File: config.mk
export PLATFORM = sky130hd
export DESIGN_NAME = mem_access_flat
export DESIGN_NICKNAME = d
export VERILOG_FILES = /design/src/rtl/mem_access_if.sv /design/src/rtl/mem_access.sv /design/src/flat_wrapper.sv
export SDC_FILE = /design/constraint.sdc
export NUM_CORES = 1
export LEC_CHECK = 0
export BUFFER_PORTS_ARGS = -buffer_cell sky130_fd_sc_hd__buf_2
export CELL_PAD_IN_SITES_DETAIL_PLACEMENT = 0
export CELL_PAD_IN_SITES_GLOBAL_PLACEMENT = 2
export CORE_ASPECT_RATIO = 0.8
export CORE_MARGIN = 1.5
export CORE_UTILIZATION = 25
export DETAILED_ROUTE_END_ITERATION = 6
export MAX_ROUTING_LAYER = met4
export PLACE_DENSITY_LB_ADDON = 0.1
export SLEW_MARGIN = 20
export SYNTH_ARGS = -nofsm -noshare
export SYNTH_HDL_FRONTEND = slang
export SYNTH_SLANG_ARGS = --single-unit
File: constraint.sdc
create_clock -name clock -period 1.9 [get_ports clock]
set_input_delay 0.285 -clock clock [delete_from_list [all_inputs] [get_ports clock]]
set_output_delay 0.285 -clock clock [all_outputs]
set_load 0.005 [all_outputs]
File: src/rtl/mem_access_if.sv
// rtl/mem_access_if.sv - data-memory request/acknowledge port of the MEM stage
interface mem_access_if #(
  parameter int ADDR_WIDTH = 32
);
  logic                  mem_req;
  logic                  mem_we;
  logic [ADDR_WIDTH-1:0] mem_addr;
  logic [3:0]            mem_byte_enable;
  logic [31:0]           mem_wdata;
  logic                  mem_ack;
  logic [31:0]           mem_rdata;

  modport master (
    output mem_req, mem_we, mem_addr, mem_byte_enable, mem_wdata,
    input  mem_ack, mem_rdata
  );

  modport slave (
    input  mem_req, mem_we, mem_addr, mem_byte_enable, mem_wdata,
    output mem_ack, mem_rdata
  );
endinterface

File: src/rtl/mem_access.sv
// rtl/mem_access.sv - MEM pipeline stage: ALU pass-through, lane-steered loads/stores, misalignment trap
module mem_access #(
  parameter int ADDR_WIDTH     = 32,
  parameter int REG_ADDR_WIDTH = 5,
  parameter bit BIG_ENDIAN     = 1'b1
) (
  input  logic                      clock,
  input  logic                      reset,
  input  logic                      input_valid,
  output logic                      input_ready,
  output logic                      stall,
  input  logic                      input_write_enable,
  input  logic [REG_ADDR_WIDTH-1:0] input_write_addr,
  input  logic [31:0]               input_write_data,
  input  logic [3:0]                input_mem_op,
  input  logic [ADDR_WIDTH-1:0]     input_mem_addr,
  input  logic [31:0]               input_store_data,
  mem_access_if.master              mem,
  output logic                      output_valid,
  output logic                      write_enable,
  output logic [REG_ADDR_WIDTH-1:0] write_addr,
  output logic [31:0]               write_data,
  output logic                      exception_misaligned
);
  typedef enum logic {IDLE, WAIT} state_t;
  typedef enum logic [1:0] {SZ_BYTE, SZ_HALF, SZ_WORD} size_t;

  state_t state, state_next;

  logic        dec_load, dec_store, dec_signed, dec_is_mem, dec_misaligned;
  size_t       dec_size;
  logic [1:0]  dec_lane;
  logic [3:0]  dec_byte_enable;
  logic [31:0] dec_wdata;
  logic [1:0]  offset;

  size_t       size_q, size_next;
  logic        signed_q, signed_next;
  logic [1:0]  lane_q, lane_next;
  logic [31:0] load_shifted, load_value;

  logic                      req_next, we_next, ov_next, exc_next, wen_next;
  logic [ADDR_WIDTH-1:0]     maddr_next;
  logic [3:0]                be_next;
  logic [31:0]               mwdata_next, wdata_next;
  logic [REG_ADDR_WIDTH-1:0] waddr_next;

  assign offset      = input_mem_addr[1:0];
  assign input_ready = (state == IDLE);
  assign stall       = !input_ready;

  // dec_lane is the lowest lane touched; enables and load shift both derive from it
  always_comb begin
    dec_load   = 1'b0;
    dec_store  = 1'b0;
    dec_signed = 1'b0;
    dec_size   = SZ_WORD;
    case (input_mem_op)
      4'd1:    begin dec_load  = 1'b1; dec_signed = 1'b1; dec_size = SZ_BYTE; end
      4'd2:    begin dec_load  = 1'b1; dec_size = SZ_BYTE; end
      4'd3:    begin dec_load  = 1'b1; dec_signed = 1'b1; dec_size = SZ_HALF; end
      4'd4:    begin dec_load  = 1'b1; dec_size = SZ_HALF; end
      4'd5:    begin dec_load  = 1'b1; end
      4'd8:    begin dec_store = 1'b1; dec_size = SZ_BYTE; end
      4'd9:    begin dec_store = 1'b1; dec_size = SZ_HALF; end
      4'd10:   begin dec_store = 1'b1; end
      default: ;
    endcase
    dec_is_mem     = dec_load | dec_store;
    dec_misaligned = dec_is_mem &&
                     (((dec_size == SZ_HALF) && offset[0]) ||
                      ((dec_size == SZ_WORD) && (offset != 2'b00)));
    case (dec_size)
      SZ_BYTE: begin
        dec_lane        = BIG_ENDIAN ? ~offset : offset;
        dec_byte_enable = 4'b0001 << dec_lane;
        dec_wdata       = {4{input_store_data[7:0]}};
      end
      SZ_HALF: begin
        dec_lane        = {(BIG_ENDIAN ? ~offset[1] : offset[1]), 1'b0};
        dec_byte_enable = 4'b0011 << dec_lane;
        dec_wdata       = {2{input_store_data[15:0]}};
      end
      default: begin
        dec_lane        = 2'b00;
        dec_byte_enable = 4'b1111;
        dec_wdata       = input_store_data;
      end
    endcase
  end

  always_comb begin
    load_shifted = mem.mem_rdata >> {lane_q, 3'b000};
    case (size_q)
      SZ_BYTE: load_value = {{24{signed_q & load_shifted[7]}}, load_shifted[7:0]};
      SZ_HALF: load_value = {{16{signed_q & load_shifted[15]}}, load_shifted[15:0]};
      default: load_value = load_shifted;
    endcase
  end

  always_comb begin
    state_next  = state;
    req_next    = mem.mem_req;
    we_next     = mem.mem_we;
    maddr_next  = mem.mem_addr;
    be_next     = mem.mem_byte_enable;
    mwdata_next = mem.mem_wdata;
    ov_next     = 1'b0;
    exc_next    = 1'b0;
    wen_next    = write_enable;
    waddr_next  = write_addr;
    wdata_next  = write_data;
    size_next   = size_q;
    signed_next = signed_q;
    lane_next   = lane_q;
    case (state)
      IDLE: begin
        if (input_valid) begin
          waddr_next = input_write_addr;
          if (!dec_is_mem) begin
            ov_next    = 1'b1;
            wen_next   = input_write_enable;
            wdata_next = input_write_data;
          end else if (dec_misaligned) begin
            ov_next    = 1'b1;
            exc_next   = 1'b1;
            wen_next   = 1'b0;
            wdata_next = 32'd0;
          end else begin
            state_next  = WAIT;
            req_next    = 1'b1;
            we_next     = dec_store;
            maddr_next  = {input_mem_addr[ADDR_WIDTH-1:2], 2'b00};
            be_next     = dec_byte_enable;
            mwdata_next = dec_wdata;
            wen_next    = input_write_enable & dec_load;
            size_next   = dec_size;
            signed_next = dec_signed;
            lane_next   = dec_lane;
          end
        end
      end
      WAIT: begin
        if (mem.mem_ack) begin
          state_next = IDLE;
          req_next   = 1'b0;
          ov_next    = 1'b1;
          wdata_next = mem.mem_we ? 32'd0 : load_value;
        end
      end
      default: state_next = IDLE;
    endcase
  end

  always_ff @(posedge clock or negedge reset) begin
    if (!reset) begin
      state                <= IDLE;
      mem.mem_req          <= 1'b0;
      mem.mem_we           <= 1'b0;
      mem.mem_addr         <= '0;
      mem.mem_byte_enable  <= 4'd0;
      mem.mem_wdata        <= 32'd0;
      output_valid         <= 1'b0;
      exception_misaligned <= 1'b0;
      write_enable         <= 1'b0;
      write_addr           <= '0;
      write_data           <= 32'd0;
      size_q               <= SZ_WORD;
      signed_q             <= 1'b0;
      lane_q               <= 2'b00;
    end else begin
      state                <= state_next;
      mem.mem_req          <= req_next;
      mem.mem_we           <= we_next;
      mem.mem_addr         <= maddr_next;
      mem.mem_byte_enable  <= be_next;
      mem.mem_wdata        <= mwdata_next;
      output_valid         <= ov_next;
      exception_misaligned <= exc_next;
      write_enable         <= wen_next;
      write_addr           <= waddr_next;
      write_data           <= wdata_next;
      size_q               <= size_next;
      signed_q             <= signed_next;
      lane_q               <= lane_next;
    end
  end
endmodule

File: src/flat_wrapper.sv
// flat-port wrapper written by rule: the top's interface ports become plain ports
module mem_access_flat 
#(
  parameter int ADDR_WIDTH     = 32,
  parameter int REG_ADDR_WIDTH = 5,
  parameter bit BIG_ENDIAN     = 1'b1
)
  (clock, reset, input_valid, input_ready, stall, input_write_enable, input_write_addr, input_write_data, input_mem_op, input_mem_addr, input_store_data, output_valid, write_enable, write_addr, write_data, exception_misaligned, mem_mem_req, mem_mem_we, mem_mem_addr, mem_mem_byte_enable, mem_mem_wdata, mem_mem_ack, mem_mem_rdata);
  mem_access_if #(.ADDR_WIDTH(ADDR_WIDTH)) mem_i ();
  input  logic clock;
  input  logic reset;
  input  logic input_valid;
  output logic input_ready;
  output logic stall;
  input  logic input_write_enable;
  input  logic [REG_ADDR_WIDTH-1:0] input_write_addr;
  input  logic [31:0] input_write_data;
  input  logic [3:0] input_mem_op;
  input  logic [ADDR_WIDTH-1:0] input_mem_addr;
  input  logic [31:0] input_store_data;
  output logic output_valid;
  output logic write_enable;
  output logic [REG_ADDR_WIDTH-1:0] write_addr;
  output logic [31:0] write_data;
  output logic exception_misaligned;
  output wire logic [$bits(mem_i.mem_req)-1:0] mem_mem_req;
  output wire logic [$bits(mem_i.mem_we)-1:0] mem_mem_we;
  output wire logic [$bits(mem_i.mem_addr)-1:0] mem_mem_addr;
  output wire logic [$bits(mem_i.mem_byte_enable)-1:0] mem_mem_byte_enable;
  output wire logic [$bits(mem_i.mem_wdata)-1:0] mem_mem_wdata;
  input wire logic [$bits(mem_i.mem_ack)-1:0] mem_mem_ack;
  input wire logic [$bits(mem_i.mem_rdata)-1:0] mem_mem_rdata;
  assign mem_mem_req = mem_i.mem_req;
  assign mem_mem_we = mem_i.mem_we;
  assign mem_mem_addr = mem_i.mem_addr;
  assign mem_mem_byte_enable = mem_i.mem_byte_enable;
  assign mem_mem_wdata = mem_i.mem_wdata;
  assign mem_i.mem_ack = mem_mem_ack;
  assign mem_i.mem_rdata = mem_mem_rdata;
  mem_access #(.ADDR_WIDTH(ADDR_WIDTH), .REG_ADDR_WIDTH(REG_ADDR_WIDTH), .BIG_ENDIAN(BIG_ENDIAN)) u_core (.clock(clock), .reset(reset), .input_valid(input_valid), .input_ready(input_ready), .stall(stall), .input_write_enable(input_write_enable), .input_write_addr(input_write_addr), .input_write_data(input_write_data), .input_mem_op(input_mem_op), .input_mem_addr(input_mem_addr), .input_store_data(input_store_data), .mem(mem_i), .output_valid(output_valid), .write_enable(write_enable), .write_addr(write_addr), .write_data(write_data), .exception_misaligned(exception_misaligned));
endmodule
==> qor.txt <==
OUTCOME
--------------------------------------------------------------------------------------
Result of the run                                                         complete, but fails checks
Violated checks                                                           negative setup slack

DETAILED ROUTING
--------------------------------------------------------------------------------------
Antenna violation net count after detailed routing                                   0
Iteration-0 DRC Markers                                                            238
Drc violations                                                                       0
WL final                                                                      19220 µm
DR vias/cell                                                                     4.522
Number of iterations in the first detailed-routing pass                              4
Via count                                                                         4925
DR WL/cell                                                                    17.65 µm

SYNTH
--------------------------------------------------------------------------------------
Number of distinct standard cells referenced by the synthesized netlist             48
Sequential fraction of the synthesis area                                       51.37%
Syn_area_per_cell                                                            11.36 µm²
Number of warnings issued by yosys                                                   0
Main synth FF type                                                        sky130_fd_sc_hd__dfrtp_1
Share of synthesized registers carrying an async set or reset                   100.0%
Number of synthesized flops with an enable pin                                       0
Post-Synthesis Cells                                                               489
Post-Syn Area                                                                 5555 µm²
Synth Register Bits                                                                114

DIE
--------------------------------------------------------------------------------------
Area of the core region                                                      21680 µm²
I/O Pins                                                                           254
Die extent in y                                                               136.3 µm
Initial Util                                                                    25.62%
Std cell rows                                                                       48
Area of the die                                                              23130 µm²
Die outline width                                                             169.7 µm

CTS
--------------------------------------------------------------------------------------
Deepest level of the CTS H-tree                                                      4
Clock buffer count from CTS                                                         17
Worst-path clk slew                                                            0.05 ns
Clock latency on the worst-skew pair                                           0.42 ns
Clk buf depth                                                                        2
CTS tree                                                                          done
Root buffer selected by CTS                                               sky130_fd_sc_hd__clkbuf_16
Clock sink count                                                                   114

FINAL LAYOUT
--------------------------------------------------------------------------------------
Net total in the final layout                                                      918
Signed area change from the synthesized netlist to the final layout             48.94%
Count of antenna diodes in the layout                                                0
Final instance area                                                           8274 µm²
Fillcell total                                                                    2187
Ratio of cells with drive above 1 in the final layout                           54.63%

GLOBAL ROUTE
--------------------------------------------------------------------------------------
Largest net degree at the start of global routing                                   57
Number of global-route vias before repair                                         5094
Antenna violations before repair                                                     0
GRT Overall Usage                                                               16.80%
Residual overflow from global routing                                                0
Wire length of the first global-routing pass                                  28450 µm

STA
--------------------------------------------------------------------------------------
Upper clock frequency limit                                                  519.0 MHz
Number of hold violations in the final report                                        0
Setup repair after global routing missed its margin                               true
Endpoints failing setup                                                              3
Minimum setup slack in the final design                                    -0.02686 ns
Setup TNS                                                                  -0.05949 ns
Setup Skew                                                                 0.008274 ns
Final min period                                                              1.927 ns
Final-report max-slew violation count                                                0
Ratio of final minimum period to clock period                                   101.4%

PLACE
--------------------------------------------------------------------------------------
Routability Congestion                                                          0.8163
Placed cell area                                                              7559 µm²
Worst slack at placement                                                    -0.4455 ns
Input/output buffers                                                               251
Post-detail-place hpwl                                                        13930 µm

CRITICAL PATH
--------------------------------------------------------------------------------------
Critical Path Start Type                                                     flip-flop
CP endpoint kind                                                             flip-flop
Register-to-register setup slack                                              -0.03 ns
Worst-path cell with the longest stage delay                              sky130_fd_sc_hd__mux4_2
Maximum fanout along the worst path                                                 16
Cell breakdown of the critical path                                       mux2i_1, mux4_2, nor4b_4, buf_12, a221o_1, mux2_2
Required time of the critical path                                             2.25 ns
Count of buffering cells on the critical path with inverters included                1
Critical path's largest stage delay                                            0.50 ns
Critical path arrival                                                          2.28 ns
Cell family with most CP delay                                            multiplexers
Critical Setup Path Class                                                 flip-flop to flip-flop

FLOW RUN
--------------------------------------------------------------------------------------
Max-cap violation count                                                              0

HOLD PATH
--------------------------------------------------------------------------------------
Class of the most critical hold timing path                               primary input to flip-flop

PWR
--------------------------------------------------------------------------------------
Max VDD drop                                                               0.0005000 V
PwrDens                                                                    1190 nW/µm²
Leakage component of the power                                                3.978 nW

## final timing paths
check,cells past startpoint,startpoint,endpoint
worst max-delay path,6,u_core.lane_q[0],u_core.write_data[17]
worst min-delay path,3,input_write_addr[2],u_core.write_addr[2]
worst max register to register,6,u_core.lane_q[0],u_core.write_data[17]
worst min register to register,2,u_core.write_addr[2],u_core.write_addr[2]
max in group asynchronous,3,reset,u_core.size_q[1]
min in group asynchronous,2,reset,u_core.write_enable
## per-stage QoR
stage	total power [mW]	util [%]	std cells	hold slack [ns]
6_report	9.842	38.16	1089	0.06565
5_1_grt	10.46	38.16	1089	0.05135
4_1_cts	9.973	37.75	1084	0.04464
3_5_place_dp	6.602	34.86	1051	0.2401
3_3_place_gp	6.538	34.86	1051	0.2396
2_1_floorplan	5.073	-	490	-0.01059
## flip-flops by register name (all words and copies together) (netlist names), 2 cells and up
name and count:
u_core.mem.mem_wdata 32, u_core.write_addr 5, u_core.size_q 2, u_core.write_data 32, u_core.mem.mem_addr 30, u_core.mem.mem_byte_enable 4
u_core.lane_q 2
## per-layer routing
layer  up-vias  track usage, %  part of all wire (%)
li1       2349               -                     -
met5         -               -                     0
met1      2382           22.16                    47
met3        19           4.250                   6.3
met4         0           5.310                   1.3
met2       175           25.23                    45
## worst register-to-register path: cells and delay by family, from the launching register on
family	cells	cell delay (ns)
compound gates	1	0.15
mux	3	0.80
flops	1	0.45
simple gates	1	0.28
buf+inv	1	0.20
## cell usage after synthesis, types with 9 or more instances
cell / instances / share of area [%]
sky130_fd_sc_hd__mux2_2: 71 / 14
sky130_fd_sc_hd__nand2_1: 62 / 4.2
sky130_fd_sc_hd__clkbuf_1: 16 / 1.1
sky130_fd_sc_hd__a221o_1: 15 / 2.7
sky130_fd_sc_hd__a21oi_1: 17 / 1.5
sky130_fd_sc_hd__dfrtp_1: 113 / 51
sky130_fd_sc_hd__a31oi_1: 9 / 1.0
sky130_fd_sc_hd__mux2i_1: 26 / 4.7
sky130_fd_sc_hd__nor2_1: 29 / 2.0
sky130_fd_sc_hd__o21ai_0: 20 / 1.8
sky130_fd_sc_hd__buf_2: 15 / 1.4
sky130_fd_sc_hd__a22o_1: 16 / 2.5
## repair_timing
action	CTS	global route
setup buffers	0	2
cloned	0	3
gates resized for setup	3	7
hold endpoints to repair	24	0
setup endpoints to repair	29	73
hold buffers	1	0
## layout make-up
| class | instances | area [µm²] | area share [%] |
|---|---|---|---|
| multi-input cells | 334 | 2614 | 31.59 |
| inverters | 6 | 22.52 | 0.2722 |
| repair buffers | 303 | 1798 | 21.73 |
| clock buffers | 21 | 480.5 | 5.807 |
| flip-flops and latches | 114 | 2856 | 34.52 |
| clock inverters | 11 | 127.6 | 1.542 |
| well taps | 300 | 375.4 | 4.537 |
## kinds of logic after synthesis
logic type | synth area share [%]
compound gates | 13.83
xor+xnor | 0.1577
buf+inv | 3.446
flops | 51.37
mux | 21.51
other cells | 0.06750
simple gates | 9.617
## power by group
| part | total (mW) | switching, mW | internal (mW) |
|---|---|---|---|
| sequential | 3.60 | 0.415 | 3.19 |
| clock | 3.29 | 1.21 | 2.07 |
| combinational | 2.95 | 1.36 | 1.59 |
## placed cells by master, fill, tap and decap left out, types with 4 or more instances in the layout
master,count
sky130_fd_sc_hd__nor3_1,4
sky130_fd_sc_hd__inv_1,6
sky130_fd_sc_hd__a41oi_1,8
sky130_fd_sc_hd__dfrtp_1,111
sky130_fd_sc_hd__o21ai_0,19
sky130_fd_sc_hd__a21oi_1,10
sky130_fd_sc_hd__nand3_1,5
sky130_fd_sc_hd__nand2_1,62
sky130_fd_sc_hd__buf_12,8
sky130_fd_sc_hd__mux2i_1,26
sky130_fd_sc_hd__a21oi_2,7
sky130_fd_sc_hd__mux2_1,5
sky130_fd_sc_hd__buf_4,40
sky130_fd_sc_hd__clkbuf_16,19
sky130_fd_sc_hd__buf_2,250
sky130_fd_sc_hd__o2bb2ai_1,4
sky130_fd_sc_hd__nor2_1,28
sky130_fd_sc_hd__a22o_1,16
sky130_fd_sc_hd__a221o_1,15
sky130_fd_sc_hd__nor2b_1,5
sky130_fd_sc_hd__mux2_2,69
sky130_fd_sc_hd__a31oi_1,9
sky130_fd_sc_hd__mux2_4,5
sky130_fd_sc_hd__clkbuf_8,4
(Power assumes the default switching activity.)
